$ cat src/rtl/adpll_loop_filter.sv
// adpll_loop_filter: PI loop filter turning bang-bang up/dn into a registered DCO control word
// Ports: clk, rst (async, active-high), up/dn (phase detector), pgm/pgm_value (preset load/hold),
//        ctrl_word (DCO control), lock (lock flag), state (0=HOLD, 1=ACQUIRE, 2=TRACK).
// Define ADPLL_LOCK_DETECT_EN to enable lock/run tracking and the TRACK gear; otherwise lock is 0
// and the filter stays in ACQUIRE gain.
module adpll_loop_filter #(
    parameter int CTRL_W       = 8,
    parameter int FRAC_W       = 4,
    parameter int DEFAULT_CTRL = 128,
    parameter int KP           = 4,
    parameter int KI_ACQ_SHIFT = 3,
    parameter int KI_TRK_SHIFT = 0,
    parameter int LOCK_CNT     = 16,
    parameter int RUN_MAX      = 8
) (
    input  logic              clk,
    input  logic              rst,
    input  logic              up,
    input  logic              dn,
    input  logic              pgm,
    input  logic [4:0]        pgm_value,
    output logic [CTRL_W-1:0] ctrl_word,
    output logic              lock,
    output logic [1:0]        state
);
    localparam int ACC_W = CTRL_W + FRAC_W;
    localparam logic [ACC_W-1:0]  ACC_RST  = ACC_W'(DEFAULT_CTRL << FRAC_W);
    localparam logic [ACC_W+1:0]  STEP_ACQ = (ACC_W+2)'(1 << KI_ACQ_SHIFT);
    localparam logic [ACC_W+1:0]  STEP_TRK = (ACC_W+2)'(1 << KI_TRK_SHIFT);
    localparam logic [CTRL_W+1:0] KP_W     = (CTRL_W+2)'(KP);
    typedef enum logic [1:0] {HOLD = 2'd0, ACQUIRE = 2'd1, TRACK = 2'd2} state_t;
    state_t st, st_n;
    logic pos, neg;
    logic [ACC_W+1:0] step, acc_sum;
    logic [ACC_W-1:0] acc, acc_n;
    logic [CTRL_W+1:0] ctrl_sum;
    logic [CTRL_W-1:0] ctrl_n;
    assign pos   = up & ~dn;
    assign neg   = dn & ~up;
    assign state = st;
    // Sums are two's complement with two guard bits: top bit set means negative,
    // next bit set means overflow past the unsigned range.
    always_comb begin
        step     = (st == TRACK) ? STEP_TRK : STEP_ACQ;
        acc_sum  = {2'b00, acc} + (pos ? step : neg ? -step : '0);
        acc_n    = acc_sum[ACC_W+1] ? '0 : acc_sum[ACC_W] ? '1 : acc_sum[ACC_W-1:0];
        ctrl_sum = {2'b00, acc_n[ACC_W-1:FRAC_W]} + (pos ? KP_W : neg ? -KP_W : '0);
        ctrl_n   = ctrl_sum[CTRL_W+1] ? '0 : ctrl_sum[CTRL_W] ? '1 : ctrl_sum[CTRL_W-1:0];
    end
    always_ff @(posedge clk or posedge rst) begin
        if (rst) begin
            acc       <= ACC_RST;
            ctrl_word <= CTRL_W'(DEFAULT_CTRL);
        end else if (pgm) begin
            acc       <= ACC_W'(pgm_value) << (CTRL_W - 5 + FRAC_W);
            ctrl_word <= CTRL_W'(pgm_value) << (CTRL_W - 5);
        end else if (st == HOLD) begin
            ctrl_word <= acc[ACC_W-1:FRAC_W];
        end else begin
            acc       <= acc_n;
            ctrl_word <= ctrl_n;
        end
    end
`ifdef ADPLL_LOCK_DETECT_EN
    localparam int LC_W = $clog2(LOCK_CNT + 1);
    localparam int RL_W = $clog2(RUN_MAX + 1);
    localparam logic [LC_W-1:0] LC_MAX = LC_W'(LOCK_CNT);
    localparam logic [RL_W-1:0] RL_MAX = RL_W'(RUN_MAX);
    logic [LC_W-1:0] lock_cnt, lc_n;
    logic [RL_W-1:0] run_len, rl_n;
    logic last_sign, same, run_hit;
    // Sign is kept as a sign bit: 1 for dn (negative error), 0 for up.
    always_comb begin
        same    = (pos | neg) & (neg == last_sign);
        lc_n    = same ? '0 : (lock_cnt == LC_MAX) ? lock_cnt : lock_cnt + 1'b1;
        rl_n    = same ? ((run_len == RL_MAX) ? run_len : run_len + 1'b1)
                       : (pos | neg) ? RL_W'(1) : run_len;
        run_hit = same & (rl_n == RL_MAX);
    end
    always_ff @(posedge clk or posedge rst) begin
        if (rst) begin
            lock_cnt  <= '0;
            run_len   <= '0;
            last_sign <= 1'b0;
            lock      <= 1'b0;
        end else begin
            lock <= (st_n == TRACK);
            if (pgm) begin
                lock_cnt  <= '0;
                run_len   <= '0;
                last_sign <= 1'b0;
            end else if (st != HOLD) begin
                lock_cnt  <= lc_n;
                run_len   <= rl_n;
                last_sign <= (pos | neg) ? neg : last_sign;
            end
        end
    end
`else
    assign lock = 1'b0;
`endif
    always_comb begin
        st_n = st;
        if (pgm) st_n = HOLD;
        else if (st == HOLD) st_n = ACQUIRE;
`ifdef ADPLL_LOCK_DETECT_EN
        else if (st == ACQUIRE && lc_n == LC_MAX) st_n = TRACK;
        else if (st == TRACK && run_hit) st_n = ACQUIRE;
`endif
    end
    always_ff @(posedge clk or posedge rst) begin
        if (rst) st <= HOLD;
        else st <= st_n;
    end
endmodule
$ cat config.mk
export PLATFORM = sky130hd
export DESIGN_NAME = adpll_loop_filter
export DESIGN_NICKNAME = d
export VERILOG_FILES = /design/src/rtl/adpll_loop_filter.sv
export SDC_FILE = /design/constraint.sdc
export NUM_CORES = 1
export LEC_CHECK = 0
export CAP_MARGIN = 30
export CORE_MARGIN = 2
export CORE_UTILIZATION = 40
export DETAILED_ROUTE_END_ITERATION = 8
export GPL_ROUTABILITY_DRIVEN = 0
export SKIP_CTS_REPAIR_TIMING = 1
export SYNTH_ARGS = -nofsm -noshare
export SYNTH_HDL_FRONTEND = slang
export SYNTH_SLANG_ARGS = --single-unit
export TNS_END_PERCENT = 1
$ cat constraint.sdc
create_clock -name clk -period 3.7 [get_ports clk]
set_clock_uncertainty 0.1 [all_clocks]
set_input_delay 0.74 -clock clk [delete_from_list [all_inputs] [get_ports clk]]
set_output_delay 0.74 -clock clk [all_outputs]
set_load 0.02 [all_outputs]
==> results by stage <==
Final layout:
- The area used by sequential logic in the layout is 453 um2.
- Relative to the synthesized area, the layout overhead comes to 49.4%.
- The final standard cell utilization of the core is 0.631.
- In the layout the commonest cells are 64 x sky130_fd_sc_hd__buf_4, 16 x sky130_fd_sc_hd__nand2_1, 16 x sky130_fd_sc_hd__dfrtp_1, 16 x sky130_fd_sc_hd__clkdlybuf4s50_1, 12 x sky130_fd_sc_hd__a21oi_1.
- The number of diodes added for antenna fixing is 0.
- The net total in the final layout is 322.
- The layout cell share with drive strength beyond 1 is 0.372.
- The finished cells cover 2790 um2.
- Summing all multi-input logic gate instances after layout gives 1470 um2.
- The library cell used most frequently in the layout, excluding fill and tap cells, is sky130_fd_sc_hd__buf_4.
- The filler cells instantiated in the layout total 376.

Placement:
- The HPWL reported at the end of detailed placement is 4390 um.
- Summing all placed instances gives a cell area of 2510 um2.
- Input and output buffers added on the ports amount to 18.

Synthesis:
- In this run, distinct cell masters in the synthesized netlist total 67.
- The most used flip-flop cell after synthesis is sky130_fd_sc_hd__dfrtp_1.
- The count of synthesis-stage warnings from yosys is 0.
- After synthesis, the share of flip-flops with an asynchronous set or reset is 1.00.
- The total standard cell area after synthesis is 1860 um2.
- Yosys attributes the largest share of cell area to sky130_fd_sc_hd__dfrtp_1 21%, sky130_fd_sc_hd__ha_1 4.7%, sky130_fd_sc_hd__a21oi_1 4.3%, sky130_fd_sc_hd__xnor2_1 4.2%, sky130_fd_sc_hd__o21ai_0 3.2%.
- The synthesized netlist cell count is 230.
- Dividing the synthesized area by the synthesized cell count gives 8.11 um2.
- After synthesis the netlist holds a flip-flop and latch count of 18.
- The top cell type's share of synthesized area is 0.215.
- The count of flip-flops with a built-in enable after synthesis is 0.
- Summed over all instances, the cell type with the most area after synthesis is sky130_fd_sc_hd__dfrtp_1.
- Of the synthesized area, sequential elements account for 0.243.

Power and ir drop:
- Dividing total power by cell area gives a power density of 332 nW/um2.
- The maximum vdd drop is 0.241 mV.
- In this run the static leakage power is 1.17 nW.

Outcome:
- The run finished, with violations left.
- The checks that failed: negative setup slack.

Clock network:
- The clock passes through at most 2 buffers.
- The total number of clock tree sinks is 18.
- The CTS root buffer is sky130_fd_sc_hd__clkbuf_8.
- The source-to-sink clock delay at the later pin of the worst-skew pair is 0.26 ns.
- TritonCTS built the clock tree.
- The register clock-pin slew on the reported worst setup and hold paths is 0.07 ns.
- In this run, CTS created clock tree buffers numbering 3.
- CTS built an H-tree with a depth of 1.

Route:
- The initial detailed-routing violation count is 92.
- After detailed routing, the number of vias per cell comes to 5.70.
- The post-detailed-route wirelength per cell is 16.1 um.
- For this run, design rule violations remaining after detail routing come to 0.
- The post-detailed-route count of antenna-violating nets is 0.
- For this run, the detailed router's first-pass iteration total came to 4.
- The routed via count is 2,029.
- The total detailed-routing wirelength is 5730 um.

Setup path:
- At the worst endpoint, the arrival time is 4.18 ns.
- The critical path class is in -> reg.
- The critical-path maximum fanout is 7.
- The worst setup path is launched from an input port.
- The category of the worst setup path capture point is a register.
- For the worst setup path, the data required time is 3.78 ns.

Floorplanning:
- The floorplan step defined a die boundary enclosing 5220 um2.
- The core region is 4410 um2.
- The number of rows in the core area is 24.
- The top-level I/O count is 21.
- The die outline height is 72.3 um.
- From left edge to right edge, the die measures 72.3 um.
- The starting utilization of the core area is 0.422.

Job:
- The tool flagged a number of max-cap violations equal to 0.

Global route:
- The initial antenna violation count was 0.
- The number of global-route vias before repair is 1,848.
- The first global-routing pass estimated 8960 um of wire.
- Entering global routing, the biggest net connects 23 pins.
- In the global route stage, overall resource usage came out at 0.219.
- The total congestion overflow after global routing is 0.

STA:
- The number of pins with negative max-slew slack in the final report is 0.
- The smallest clock period supported by the final layout is computed as 4.10 ns.
- For the pin with the worst max-slew slack, the measured transition is 0.722 ns.
- The minimum hold slack is 0.481 ns.
- The worst slew margin relative to its limit is 0.518.
- Of the available clock period, the critical path in the final layout requires 1.11.
- For this run, the top clock speed supported by timing is 0.244 GHz.
- Setup repair after global routing could not meet its margin everywhere.
- The final-report setup violation count is 8.
- In the post-route analysis, the smallest setup slack over all paths is -0.404 ns.
- The hold violation total from the final report is 0.

Min path:
- The classification of the worst-slack hold path is reg -> reg.
## where the power goes
part / internal [W] / switching, W
Clock: 0.0000766 / 0.0000657
Sequential: 0.000228 / 0.0000319
Combinational: 0.000273 / 0.000250
Total: 0.000578 / 0.000347
## cells in the mapped netlist, drive strengths merged (4+ instances only)
cell	count
a22oi	4
nor3	10
nor2	10
nand2	16
o211ai	5
nor2b	4
inv	7
or3	5
nand3	8
nand2b	7
xor2	4
buf	13
nor3b	5
a31oi	6
xnor2	9
o21ai	18
and2	4
a21oi	17
dfrtp	16
ha	7
## through the flow
| step | instances | setup WS (ns) | setup TNS [ns] | power [W] |
|---|---|---|---|---|
| after floorplan | 231 | -0.723 | -5.34 | 0.000519 |
| after global placement | 345 | -1.29 | -10.05 | 0.000719 |
| after detailed placement | 345 | -1.33 | -10.45 | 0.000722 |
| after CTS | 349 | -1.07 | -8.37 | 0.000867 |
| after global routing | 356 | -0.522 | -3.77 | 0.000980 |
| final | 356 | -0.404 | -2.91 | 0.000925 |
## worst max-delay path, cell delays in order
cell	delay, ns
sky130_fd_sc_hd__buf_8	0.10
sky130_fd_sc_hd__buf_6	0.11
sky130_fd_sc_hd__ha_4	0.18
sky130_fd_sc_hd__xor2_2	0.19
sky130_fd_sc_hd__ha_4	0.18
sky130_fd_sc_hd__nand4bb_1	0.11
sky130_fd_sc_hd__nand4_1	0.23
sky130_fd_sc_hd__a21oi_2	0.24
sky130_fd_sc_hd__xnor2_1	0.16
sky130_fd_sc_hd__mux2_4	0.33
sky130_fd_sc_hd__nor2_2	0.08
sky130_fd_sc_hd__ha_1	0.14
sky130_fd_sc_hd__nand2b_1	0.06
sky130_fd_sc_hd__or4b_4	0.55
sky130_fd_sc_hd__a21boi_4	0.19
sky130_fd_sc_hd__o21ai_2	0.08
sky130_fd_sc_hd__a22o_4	0.30
sky130_fd_sc_hd__a31oi_2	0.19
## per-layer routing
metal	GRT usage	wire length, um
met2	0.354	2810
met4	0.0461	51
met5	0	0
met3	0.0333	247
met1	0.311	2620
## final cells by class
cell class                      instances  area share
Clock buffer                            4      0.0162
Inverter                                8      0.0153
Multi-Input combinational cell        189       0.527
Sequential cell                        18       0.163
Tap cell                               52      0.0234
Timing Repair Buffer                   85       0.256
## cells by family (layout without fill, tap and decap cells)
logic type,Yosys count,in the layout,synth area share
buffers and inverters,24,97,0.0685
adder cells (fa/ha/maj),7,7,0.0470
flip-flops,18,18,0.243
AO/OA/AOI/OAI,78,78,0.288
AND/OR/NAND/NOR,86,86,0.273
XOR/XNOR,13,13,0.0611
other,1,2,0.00201
multiplexers,3,3,0.0174
## flip-flops by register name, indices dropped and copies added (netlist names)
signal / count
acc: 9
ctrl_word: 8
state: 1
## final timing paths
check                                         end               start  slack [ns]  depth (start not counted)
setup / recovery           ctrl_word[5]$_DFF_PP0_                  dn       -0.40                         18
max in group asynchronous      acc[4]$_DFFE_PP0P_                 rst        2.24                          2
setup reg to reg           ctrl_word[5]$_DFF_PP0_  acc[4]$_DFFE_PP0P_        0.01                         15
hold / removal                 acc[3]$_DFFE_PP0P_  acc[3]$_DFFE_PP0P_        0.48                          2
min in group asynchronous  ctrl_word[4]$_DFF_PP0_                 rst        0.80                          2
hold reg to reg                acc[3]$_DFFE_PP0P_  acc[3]$_DFFE_PP0P_        0.48                          2
Power figures use the tool's default switching activity.
==> patch: new RTL, same settings <==
Add a define of `ADPLL_LOCK_DETECT_EN`.
--- a/src/rtl/adpll_loop_filter.sv
+++ b/src/rtl/adpll_loop_filter.sv
@@ -4,4 +4,6 @@
 // Define ADPLL_LOCK_DETECT_EN to enable lock/run tracking and the TRACK gear; otherwise lock is 0
 // and the filter stays in ACQUIRE gain.
+`define ADPLL_LOCK_DETECT_EN
+
 module adpll_loop_filter #(
     parameter int CTRL_W       = 8,
Function: no difference found for any inputs over 10 cycles, from zero or initial values and one cycle with rst high; that may be too few to reach the edited logic, so the function may still have changed.
==> patch against the unedited design <==
  * The flow still finishes with violations (negative setup slack)
  * Worst setup slack worse by 0.52 ns
  * First-iteration DRC count increased to 2.6 times the old value
  * Wire length increased by 86%
  * Total power rose by 55%
  * Via count increased by 83%
  * Die area rose by 78%
  * Design area up 66%
  * Register-to-register slack got worse by 0.77 ns
  * Maximum frequency fell by 11%
  * Synthesized area rose by 83%
  * Sequential cell count is 15 higher
==> patch: results (changes against the unedited design) <==
- Status: complete, but fails checks
- Violated checks: negative setup slack
- Total track usage: 0.239 (+0.0194)
- Mapped Nets: approximately 460
- Initial antenna violation count: 0 (unchanged)
- Diodes inserted: 0 (unchanged)
- Root buf cell: clkbuf_8
- Syn_area_per_cell: 7.80 um2 (-3.8%)
- Synth cell count leaders: nor2_1 (48), nand2_1 (40), a21oi_1 (39), dfrtp_1 (31), o21ai_0 (28)
- Worst vdd ir: 0.000298 V (+24%)
- DP Worst Slack: -1.66 ns (-0.333 ns)
- Fraction of registers with async set/reset: 1.00 (unchanged)
- WL final: 10.7 mm (+86%)
- Ratio of cells with drive above 1 in the final layout: 0.298 (-0.0741)
- YS warnings: 0 (unchanged)
- DRT iter0 DRCs: 239 (+160%)
- WL/cell: 16.5 um (+2.7%)
- Hold crit path type: flip-flop to flip-flop
- Final worst slack: -0.920 ns (-0.517 ns)
- Total CTS buffers: 5 (+2)
- Seq/Total Area, Yosys: 0.242 (-0.000551)
- Clock Path Buffers: 2 (unchanged)
- Post-DP HPWL: 7.98 mm (+82%)
- Vias in the first global route: 3564 (+93%)
- H-Tree Depth: 2 (+1)
- Clk slew on worst S/H paths: 0.07 ns (about the same)
- Total gr overflow: 0 (unchanged)
- # setup viols final: 9 (+1)
- Worst-Skew Late Latency: 0.29 ns (+0.03 ns)
- CP arrival: 4.70 ns (+0.52 ns)
- DRT Pass-1 Iters: 4 (unchanged)
- Dpl cells: 633 (+83%)
- Pin count of the biggest net entering global routing: 34 (+48%)
- Kind of cell adding the most delay to the critical path: compound AO/OA/AOI/OAI gates
- Slowest stage cell, crit path: a311o_1
- Max incr delay on CP: 0.42 ns (-0.13 ns)
- First-pass GRT wire length: 17.4 mm (+94%)
- Crit Path Max Fanout: 4 (-3)
- R2r setup slk: -0.76 ns (-0.77 ns)
- Top Registers: acc: 12 flops, ctrl_word: 8 flops, lock_cnt: 5 flops
- Nets: 567 (+76%)
- Yosys cell types: 81 (+21%)
- Via count: 3712 (+83%)
- Leakage: 1.99 nW (+70%)
- Largest cells by area after synthesis: dfrtp_1 (23%), a21oi_1 (5.7%), ha_1 (5.5%)
- Slew margin rel.: 0.564 (+0.0461)
- Worst Hold Slack: 0.428 ns (-0.0528 ns)
- IO buf count: 20 (+2)
==> patch: worst register-to-register path: stages, from the launching register on <==
cell and delay [ns]:
dfrtp_1 0.38, nor2b_1 0.11, buf_4 0.14, o21a_1 0.12, ha_2 0.19, inv_2 0.04, fa_2 0.34, nand2b_4 0.16
a221oi_4 0.36, o41a_2 0.22, a211oi_2 0.08, nor2b_2 0.19, a211oi_2 0.29, ha_2 0.26, o21ba_4 0.16, nor2_4 0.04
o41ai_4 0.36, a31oi_4 0.16, a311o_1 0.42, o21bai_1 0.17, o311ai_1 0.08
==> patch: worst paths after layout <==
kind	from	depth (start not counted)	to
max	up	22	ctrl_word[7]$_DFF_PP1_
max reg2reg	state[0]$_DFF_PP0_	20	ctrl_word[7]$_DFF_PP1_
min	acc[2]$_DFFE_PP0P_	2	acc[2]$_DFFE_PP0P_
min reg2reg	acc[2]$_DFFE_PP0P_	2	acc[2]$_DFFE_PP0P_
min in group asynchronous	rst	3	ctrl_word[4]$_DFF_PP0_
max in group asynchronous	rst	3	acc[11]$_DFFE_PP1P_
==> patch: cell families (layout without fill, tap and decap cells) <==
| logic type | after synthesis | in the layout | synth area share |
|---|---|---|---|
| XOR/XNOR | 17 | 17 | 0.0436 |
| multiplexers | 3 | 3 | 0.00952 |
| buffers and inverters | 49 | 152 | 0.0630 |
| AND/OR/NAND/NOR | 165 | 165 | 0.250 |
| adder cells (fa/ha/maj) | 16 | 16 | 0.0608 |
| flip-flops | 33 | 33 | 0.242 |
| AO/OA/AOI/OAI | 155 | 155 | 0.331 |
==> patch: power breakdown <==
group | switching (mW) | internal [mW] | leakage, nW
Sequential | 0.0363 | 0.393 | 0.427
Clock | 0.134 | 0.196 | 0.0540
Combinational | 0.352 | 0.320 | 1.51
==> patch: per-stage QoR <==
stage               TNS (ns)  instance area (um2)
finish                 -6.75                 4620
global route           -8.80                 4620
CTS                   -11.97                 4510
detailed placement    -17.41                 4410
global placement      -16.05                 4410
floorplan              -8.45                 3500
==> patch: cell type report <==
| class | count | area (um2) |
|---|---|---|
| clock buffer | 5 | 68.8 |
| clock inverter | 2 | 35.0 |
| multi-input combinational | 356 | 2500 |
| sequential | 33 | 828 |
| timing repair buffer | 124 | 981 |
| inverter | 21 | 83.8 |
| fill | 770 | 3630 |
| tap | 105 | 131 |
==> patch: per-layer routing <==
layer / wire [um] / GRT usage
met5: 0 / 0
met3: 534 / 0.0295
met4: 167 / 0.0610
met2: 5000 / 0.388
met1: 4960 / 0.336
